`src/rtl/bus_arb_pkg.sv`:
```
// Shared types and helpers for the N-way bus arbiter.
package bus_arb_pkg;

  localparam int MAX_REQ  = 16;
  localparam int MAX_ID_W = $clog2(MAX_REQ);

  typedef enum logic {
    IDLE = 1'b0,
    BUSY = 1'b1
  } arb_state_e;

  // First set bit searching upward from last_id+1, wrapping at num_req.
  function automatic int rr_select(input logic [MAX_REQ-1:0] bids,
                                   input int                 last_id,
                                   input int                 num_req);
    int                  win;
    int                  idx;
    logic [MAX_ID_W-1:0] pos;
    win = 0;
    // Walk farthest to nearest so the nearest hit is the one that sticks.
    for (int k = MAX_REQ; k >= 1; k--) begin
      if (k <= num_req) begin
        idx = (last_id + k) % num_req;
        pos = MAX_ID_W'(idx);
        if (bids[pos]) win = idx;
      end
    end
    return win;
  endfunction

endpackage

```
`src/rtl/arb_rr_picker.sv`:
```
// Combinational priority rotator: picks a winner from an eligible mask,
// searching upward from last_id+1 or, when REVERSE, downward from last_id.
module arb_rr_picker
  import bus_arb_pkg::*;
#(
  parameter int NUM_REQ = 2,
  parameter bit REVERSE = 1'b0,
  parameter int ID_W    = $clog2(NUM_REQ)
) (
  input  logic [NUM_REQ-1:0] elig,
  input  logic [ID_W-1:0]    last_id,
  output logic [ID_W-1:0]    winner,
  output logic               found
);

  logic [MAX_REQ-1:0]  elig_ext;
  logic [MAX_ID_W-1:0] pos;
  int                  win_int;
  int                  idx;
  int                  last_int;

  always_comb begin
    elig_ext              = '0;
    elig_ext[NUM_REQ-1:0] = elig;
    last_int              = int'(last_id);
    pos                   = '0;
    idx                   = 0;
    win_int               = 0;
    found                 = |elig;
    if (!REVERSE) begin
      win_int = rr_select(elig_ext, last_int, NUM_REQ);
    end else begin
      for (int k = MAX_REQ - 1; k >= 0; k--) begin
        if (k < NUM_REQ) begin
          idx = (last_int - k + NUM_REQ) % NUM_REQ;
          pos = MAX_ID_W'(idx);
          if (elig_ext[pos]) win_int = idx;
        end
      end
    end
    winner = ID_W'(win_int);
  end

endmodule

```
`src/rtl/bus_arbiter_rr.sv`:
```
// N-way bus arbiter with round-robin or fixed-priority selection and a
// bounded hold time that forces hand-over under contention.
//
//   state | meaning
//   IDLE  | no grant; arbitrate eligible bids this cycle (bus turnaround)
//   BUSY  | one owner holds the bus; watch for release or hold expiry
module bus_arbiter_rr
  import bus_arb_pkg::*;
#(
  parameter int NUM_REQ  = 2,
  parameter int RR_MODE  = 1,
  parameter int MAX_HOLD = 16,
  parameter int ID_W     = $clog2(NUM_REQ)
) (
  input  logic               clk,
  input  logic               reset,
  input  logic [NUM_REQ-1:0] bus_bid,
  output logic [NUM_REQ-1:0] bus_grant,
  output logic               bus_busy,
  output logic [ID_W-1:0]    grant_id,
  output logic               preempt
);

  localparam int HC_W = (MAX_HOLD < 1) ? 1 : $clog2(MAX_HOLD + 1);
  localparam logic [HC_W-1:0] HOLD_LAST = (MAX_HOLD == 0) ? '0 : HC_W'(MAX_HOLD - 1);
  localparam logic [ID_W-1:0] LAST_INIT = ID_W'(NUM_REQ - 1);

  arb_state_e         state, state_nxt;
  logic [HC_W-1:0]    hold_cnt, hold_nxt;
  logic [ID_W-1:0]    last_id, last_nxt;
  logic               mask_vld, mask_vld_nxt;
  logic [ID_W-1:0]    mask_id, mask_id_nxt;
  logic [NUM_REQ-1:0] grant_nxt;
  logic [ID_W-1:0]    id_nxt;
  logic               preempt_nxt;

  logic [NUM_REQ-1:0] mask_vec;
  logic [NUM_REQ-1:0] elig;
  logic [ID_W-1:0]    pick_last;
  logic [ID_W-1:0]    winner;
  logic               found;
  logic               owner_bid;
  logic               others_bid;
  logic               hold_expire;

  assign mask_vec    = mask_vld ? (NUM_REQ'(1) << mask_id) : '0;
  assign elig        = bus_bid & ~mask_vec;
  // Fixed priority reuses the rotator anchored at the top index.
  assign pick_last   = (RR_MODE != 0) ? last_id : LAST_INIT;
  assign owner_bid   = |(bus_bid & bus_grant);
  assign others_bid  = |(bus_bid & ~bus_grant);
  assign hold_expire = (MAX_HOLD != 0) && (hold_cnt == HOLD_LAST) && others_bid;

  arb_rr_picker #(
    .NUM_REQ (NUM_REQ),
    .REVERSE (RR_MODE == 0),
    .ID_W    (ID_W)
  ) u_picker (
    .elig    (elig),
    .last_id (pick_last),
    .winner  (winner),
    .found   (found)
  );

  always_ff @(posedge clk or negedge reset) begin
    if (!reset) begin
      state     <= IDLE;
      bus_grant <= '0;
      bus_busy  <= 1'b0;
      grant_id  <= '0;
      preempt   <= 1'b0;
      hold_cnt  <= '0;
      last_id   <= LAST_INIT;
      mask_vld  <= 1'b0;
      mask_id   <= '0;
    end else begin
      state     <= state_nxt;
      bus_grant <= grant_nxt;
      bus_busy  <= |grant_nxt;
      grant_id  <= id_nxt;
      preempt   <= preempt_nxt;
      hold_cnt  <= hold_nxt;
      last_id   <= last_nxt;
      mask_vld  <= mask_vld_nxt;
      mask_id   <= mask_id_nxt;
    end
  end

  always_comb begin
    state_nxt = state;
    case (state)
      IDLE: if (found) state_nxt = BUSY;
      BUSY: if (!owner_bid || hold_expire) state_nxt = IDLE;
      default: state_nxt = IDLE;
    endcase
  end

  always_comb begin
    grant_nxt    = '0;
    id_nxt       = '0;
    preempt_nxt  = 1'b0;
    hold_nxt     = '0;
    last_nxt     = last_id;
    mask_vld_nxt = mask_vld;
    mask_id_nxt  = mask_id;
    case (state)
      IDLE: begin
        // The exclusion lasts for exactly one arbitration, granted or not.
        mask_vld_nxt = 1'b0;
        if (found) begin
          grant_nxt = NUM_REQ'(1) << winner;
          id_nxt    = winner;
          last_nxt  = winner;
        end
      end
      BUSY: begin
        if (state_nxt == BUSY) begin
          grant_nxt = bus_grant;
          id_nxt    = grant_id;
          hold_nxt  = (hold_cnt == HOLD_LAST) ? hold_cnt : hold_cnt + 1'b1;
        end else if (owner_bid) begin
          preempt_nxt  = 1'b1;
          mask_vld_nxt = 1'b1;
          mask_id_nxt  = grant_id;
        end
      end
      default: ;
    endcase
  end

endmodule

```
`config.mk`:
```
export PLATFORM = sky130hd
export DESIGN_NAME = bus_arbiter_rr
export DESIGN_NICKNAME = d
export VERILOG_FILES = /design/src/rtl/bus_arb_pkg.sv /design/src/rtl/arb_rr_picker.sv /design/src/rtl/bus_arbiter_rr.sv
export SDC_FILE = /design/constraint.sdc
export NUM_CORES = 1
export LEC_CHECK = 0
export BUFFER_PORTS_ARGS = -buffer_cell sky130_fd_sc_hd__buf_2
export CAP_MARGIN = 25
export CORE_MARGIN = 4
export CORE_UTILIZATION = 45
export DETAILED_ROUTE_END_ITERATION = 10
export GPL_ROUTABILITY_DRIVEN = 0
export GPL_TIMING_DRIVEN = 0
export SYNTH_ARGS = -nofsm -noshare
export SYNTH_HDL_FRONTEND = slang
export SYNTH_SLANG_ARGS = --single-unit
```
`constraint.sdc`:
```
create_clock -name clk -period 3.24 [get_ports clk]
set_clock_uncertainty 0.2 [all_clocks]
set_input_delay 0.648 -clock clk [delete_from_list [all_inputs] [get_ports clk]]
set_output_delay 0.648 -clock clk [all_outputs]
set_load 0.01 [all_outputs]
```
# == After elaboration in Yosys (flattened, before gate mapping) ==
# Cells that the tools add are included.
# word_totals
reg_bits,14
elab_cells,64
# classes
bitwise_logic,9
n_addsub,3
shift,2
n_reduce_logical,10
n_mux,25
order_cmp,2
n_eq_ne,4
# op_table
op,n
2-to-1 mux 5 bit,3
2-to-1 mux 1 bit,13
less-than comparator 4 x 5 -> 1 bit (second input constant),2
OR reduction 2 bit,4
bitwise AND 2 bit,3
2-to-1 mux 2 bit,3
one-hot mux 1 bit (2 select lines),3
adder 5 x 1 -> 5 bit (second input constant),1
== test 5 x 4 -> 1 bit (second input constant),1
binary-select mux 1 bit (select 2 bit),2
NOT 2 bit,2
one-hot mux 2 bit (2 select lines),1
AND reduction 2 bit,2
<< shifter 1 x 1 -> 2 bit (first input constant),2
!= test 3 bit (second input constant),1
AND reduction 3 bit,1
adder 1 bit (second input constant),2
bitwise AND 1 bit (first input constant),2
!= test 2 x 1 -> 1 bit (second input constant),1
!= test 2 bit (second input constant),1
NOT 1 bit,2
logical AND 1 bit,1
zero test 1 bit,1
logical OR 1 bit,1

# == Logic depth before layout (Yosys ltp) ==
# logic_depth
depth_word,12
depth_mapped,6
depth_no_buf,6

# == Modules after synthesis ==
# Synthesis repeated with hierarchy kept, for this count alone.
# unflattened
cells_unflattened,65
hier_area_um2,699.4
# modules_own_cells
module,seq_area_each_um2,cells_each,area_per_inst_um2,n_inst
bus_arbiter_rr,351.6,63,685.7,1
arb_rr_picker,0.0,2,13.8,1

# == Worst setup path after synthesis ==
# OpenSTA, ideal clock, no wires.
# synth_path
kind,reg2reg
from,register hold_cnt[0]
to,register mask_id
setup_time_ns,0.128
path_slack_ns,1.433
path_buffers,0
required_ns,2.912
t_arrival_ns,1.480
stages_incl_launch_ff,7
cell_sequence,dfrtp_1 > ha_1 > and3_1 > ha_1 > nand2_2 > nor3_4 > mux2_1
# synth_via
elab_chain_len,7
# synth_lines
element,line_no,text
from (decl),bus_arbiter_rr.sv:29,"logic [HC_W-1:0] hold_cnt, hold_nxt;"
from (signal assigned),bus_arbiter_rr.sv:82,hold_cnt <= hold_nxt;
== test 5 x 4 -> 1 bit,bus_arbiter_rr.sv:52,assign hold_expire = (MAX_HOLD != 0) && (hold_cnt == HOLD_LAST) && others_bid;
logical AND 1 bit,bus_arbiter_rr.sv:52,
logical OR 1 bit,bus_arbiter_rr.sv:93,BUSY: if (!owner_bid || hold_expire) state_nxt = IDLE;
2-to-1 mux 1 bit,bus_arbiter_rr.sv:93,
one-hot mux 1 bit (2 select lines),bus_arbiter_rr.sv:91,case (state)
NOT 1 bit (no source line),--,
AND reduction 3 bit (no source line),--,
to (signal assigned),bus_arbiter_rr.sv:85,mask_id <= mask_id_nxt;
to (decl),bus_arbiter_rr.sv:32,"logic [ID_W-1:0] mask_id, mask_id_nxt;"
# Every way passes these cells.
# A chain may end at the register's enable or synchronous reset.

# == Final worst setup path ==
# Ends and elaborated chain as after synthesis.

==> impl_metrics.ini <==
[global_routing]
grt_pass1_vias = 502
grt_pass1_wl_um = 2180
antenna_found_initial = 0
grt.total_usage_pct = 14.1
grt_overflow = 0
grt_max_degree = 15

[worst_setup_path]
cp_num_buf_inv = 0
cp.depth = 6
crit_top_cell = ha_1
startpoint = hold_cnt[0]$_DFFE_PN0P_
r2r-start = hold_cnt[0]$_DFFE_PN0P_
crit_end = mask_id$_DFFE_PN0P_
reg2regPathDepth = 6
crit_family = simple AND/OR/NAND/NOR gates
r2r_slack_ns = 1.25
crit_chain = ha_1 -> and3_1 -> ha_1 -> nand2_2 -> nor3_4 -> mux2_1
r2r-end = mask_id$_DFFE_PN0P_
path_max_fanout = 4
path_class = reg2reg
worstPathRequired_ns = 3.21
crit_path_end_kind = flop
cpPeakStageDelay_ns = 0.41
cp-start-kind = flop
critPathArrivalTime_ns = 1.95
critical-path-slowest-cell = dfrtp_1

[placed_design]
numPortBuffers = 8
dp_cells = 90
placed_cell_area_sq_um = 769
dpl.hpwl_um = 939

[finish]
stdcell_count = 94
final_area_sq_um = 806
nFillCells = 136
fin_util_pct = 53.5
final_nets = 85
n_antenna_cell = 0
synthToLayoutAreaGrowth_pct = 13.6
drive_gt1_share_pct = 23.1
register_area_sq_um = 352
multiInputGateArea_sq_um = 343

[drt]
firstDrtPassIters = 3
wl_per_cell_um = 14.1
drt_iter0_markers = 5
vias_per_cell = 5.69
ant_nets = 0
wirelength_um = 1330
drcViolationCount = 0
vias = 535

[synth]
synth_nets = 72
synth-seq-cells = 14
yosysSeqAreaShare_pct = 49.6
netlist_area_sq_um = 709
synth_warnings = 0
synth_cells = 66
postSynthAreaPerCell_sq_um = 10.7
synth_cell_types = 28

[clock_network]
cts_resized = 0
cts_made_buffers = 3
insertion_delay_ns = 0.28
h-tree-depth = 1
cts.sinks = 14
hold_buffers = 0
cts-root-buf = clkbuf_4
cts_tree = done
post_cts_buffers = 0
clk_path_buf_depth = 2
clk_pin_slew_ns = 0.08

[power]
p_sw_share_pct = 35.9
power_uw = 579
internal-power_uw = 371
combPwrFrac_pct = 32.6
power_switching_uw = 207
power.leakage_nw = 0.371
p_seq_share_pct = 45.9
clockPowerShare_pct = 21.5
p_per_area_mw_per_mm2 = 718
peakVddDrop_mv = 0.409

[timing]
final.setup.tns_ns = 0
grt_setup_unrepaired = false
tightest_slew_ns = 0.309
slew_headroom_pct = 79.4
period_share_pct = 61.4
hold_viol_final = 0
max_freq_ghz = 0.503
fin_crit_ns = 1.99
slew_violations = 0
setup_viol = 0

[die]
dieArea_sq_mm = 0.00228
initial_core_util_pct = 47.1
die_h_um = 47.7
core_sq_mm = 0.00151
io-pin-count = 9
rows = 14
die_width_um = 47.7

[run]
cap_viol_max_count = 0

[status]
status = finished clean

[min_path]
min_path_type = in2async
## layout by cell type (no fill, tap or decap), types with 2 or more instances in the layout
master / synthesis / final
ha_1: 2 / 2
clkbuf_4: 0 / 3
o21ai_0: 2 / 2
dfrtp_1: 13 / 13
nand2_1: 6 / 6
o22ai_1: 4 / 4
buf_2: 0 / 8
xnor2_1: 2 / 2
inv_1: 4 / 4
nand3_1: 5 / 5
nand2b_1: 3 / 3
and3_1: 2 / 2
nor2b_1: 3 / 3
o21ai_1: 3 / 3
a31oi_1: 2 / 2
## sequential cells by signal, indices dropped and copies added (netlist names)
name       flops
hold_cnt       5
bus_grant      2
bus_busy       1
grant_id       1
last_id        1
mask_id        1
mask_vld       1
preempt        1
state          1
## power groups by stage
| stage | logic [mW] | clock network [mW] | registers [mW] |
|---|---|---|---|
| 2_1_floorplan | 0.128 | 0 | 0.271 |
| 3_3_place_gp | 0.187 | 0 | 0.270 |
| 3_5_place_dp | 0.188 | 0 | 0.268 |
| 4_1_cts | 0.190 | 0.130 | 0.266 |
| 5_1_grt | 0.210 | 0.137 | 0.273 |
| 6_report | 0.189 | 0.124 | 0.266 |
## metrics by stage
| step | worst slack, ns | hold slack (ns) |
|---|---|---|
| after global routing | 1.12 | 0.0576 |
| after CTS | 1.25 | 0.0452 |
| after global placement | 1.28 | 0.267 |
| after floorplan | 1.43 | 0.152 |
| final | 1.25 | 0.0409 |
| after detailed placement | 1.29 | 0.281 |
## final cells by class
class	count	area share, %
Sequential cell	14	43.6
Multi-Input combinational cell	48	42.5
Timing Repair Buffer	8	4.97
Clock buffer	4	4.50
Tap cell	16	2.48
Inverter	4	1.86
## how the worst min path moves through the flow
stage / to / slack (ns) / cells past startpoint
2_1_floorplan: bus_busy$_DFF_PN0_ / 0.15 / 0
3_3_place_gp: hold_cnt[3]$_DFFE_PN0P_ / 0.27 / 1
3_5_place_dp: hold_cnt[3]$_DFFE_PN0P_ / 0.28 / 1
4_1_cts: hold_cnt[3]$_DFFE_PN0P_ / 0.05 / 1
5_1_grt: hold_cnt[3]$_DFFE_PN0P_ / 0.06 / 1
6_report: hold_cnt[3]$_DFFE_PN0P_ / 0.04 / 1
## worst reg2reg max path, cell delays in order, from the launching register on
cell and delay (ns):
dfrtp_1 0.41, ha_1 0.18, and3_1 0.16, ha_1 0.22, nand2_2 0.10, nor3_4 0.26, mux2_1 0.34
## synth_stat cells (all sizes together)
cell type | count | area (sq um)
dfrtp | 13 | 325
nand2 | 7 | 28.8
nand3 | 5 | 25.0
o21ai | 5 | 25.0
inv | 4 | 15.0
o22ai | 4 | 25.0
nand2b | 3 | 18.8
nor2b | 3 | 18.8
a22o | 2 | 18.8
a31oi | 2 | 12.5
and3 | 2 | 12.5
ha | 2 | 25.0
nor3 | 2 | 21.3
xnor2 | 2 | 17.5
a21o | 1 | 7.51
a21oi | 1 | 5.00
a32oi | 1 | 27.5
dfstp | 1 | 26.3
mux2 | 1 | 11.3
mux2i | 1 | 10.0
nand3b | 1 | 7.51
nand4b | 1 | 8.76
nor3b | 1 | 7.51
or2 | 1 | 8.76
## layer usage
layer  part of all wire [%]  global-route usage [%]  vias up
li1                       -                       -      264
met1                     49                    19.4      255
met2                     43                    20.1       11
met3                    4.7                    2.26        5
met4                    2.9                    9.68        0
met5                      0                       0        -
## logic make-up after synthesis
family                     share of synthesized area (%)
AOI/OAI and AO/OA                                   17.1
xor gates and xnor gates                            2.47
adders and majority gates                           3.53
buffers and inverters                               2.12
DFF                                                 49.6
muxes                                               3.00
and+or+nand+nor                                     22.2
(Power assumes the default switching activity.)
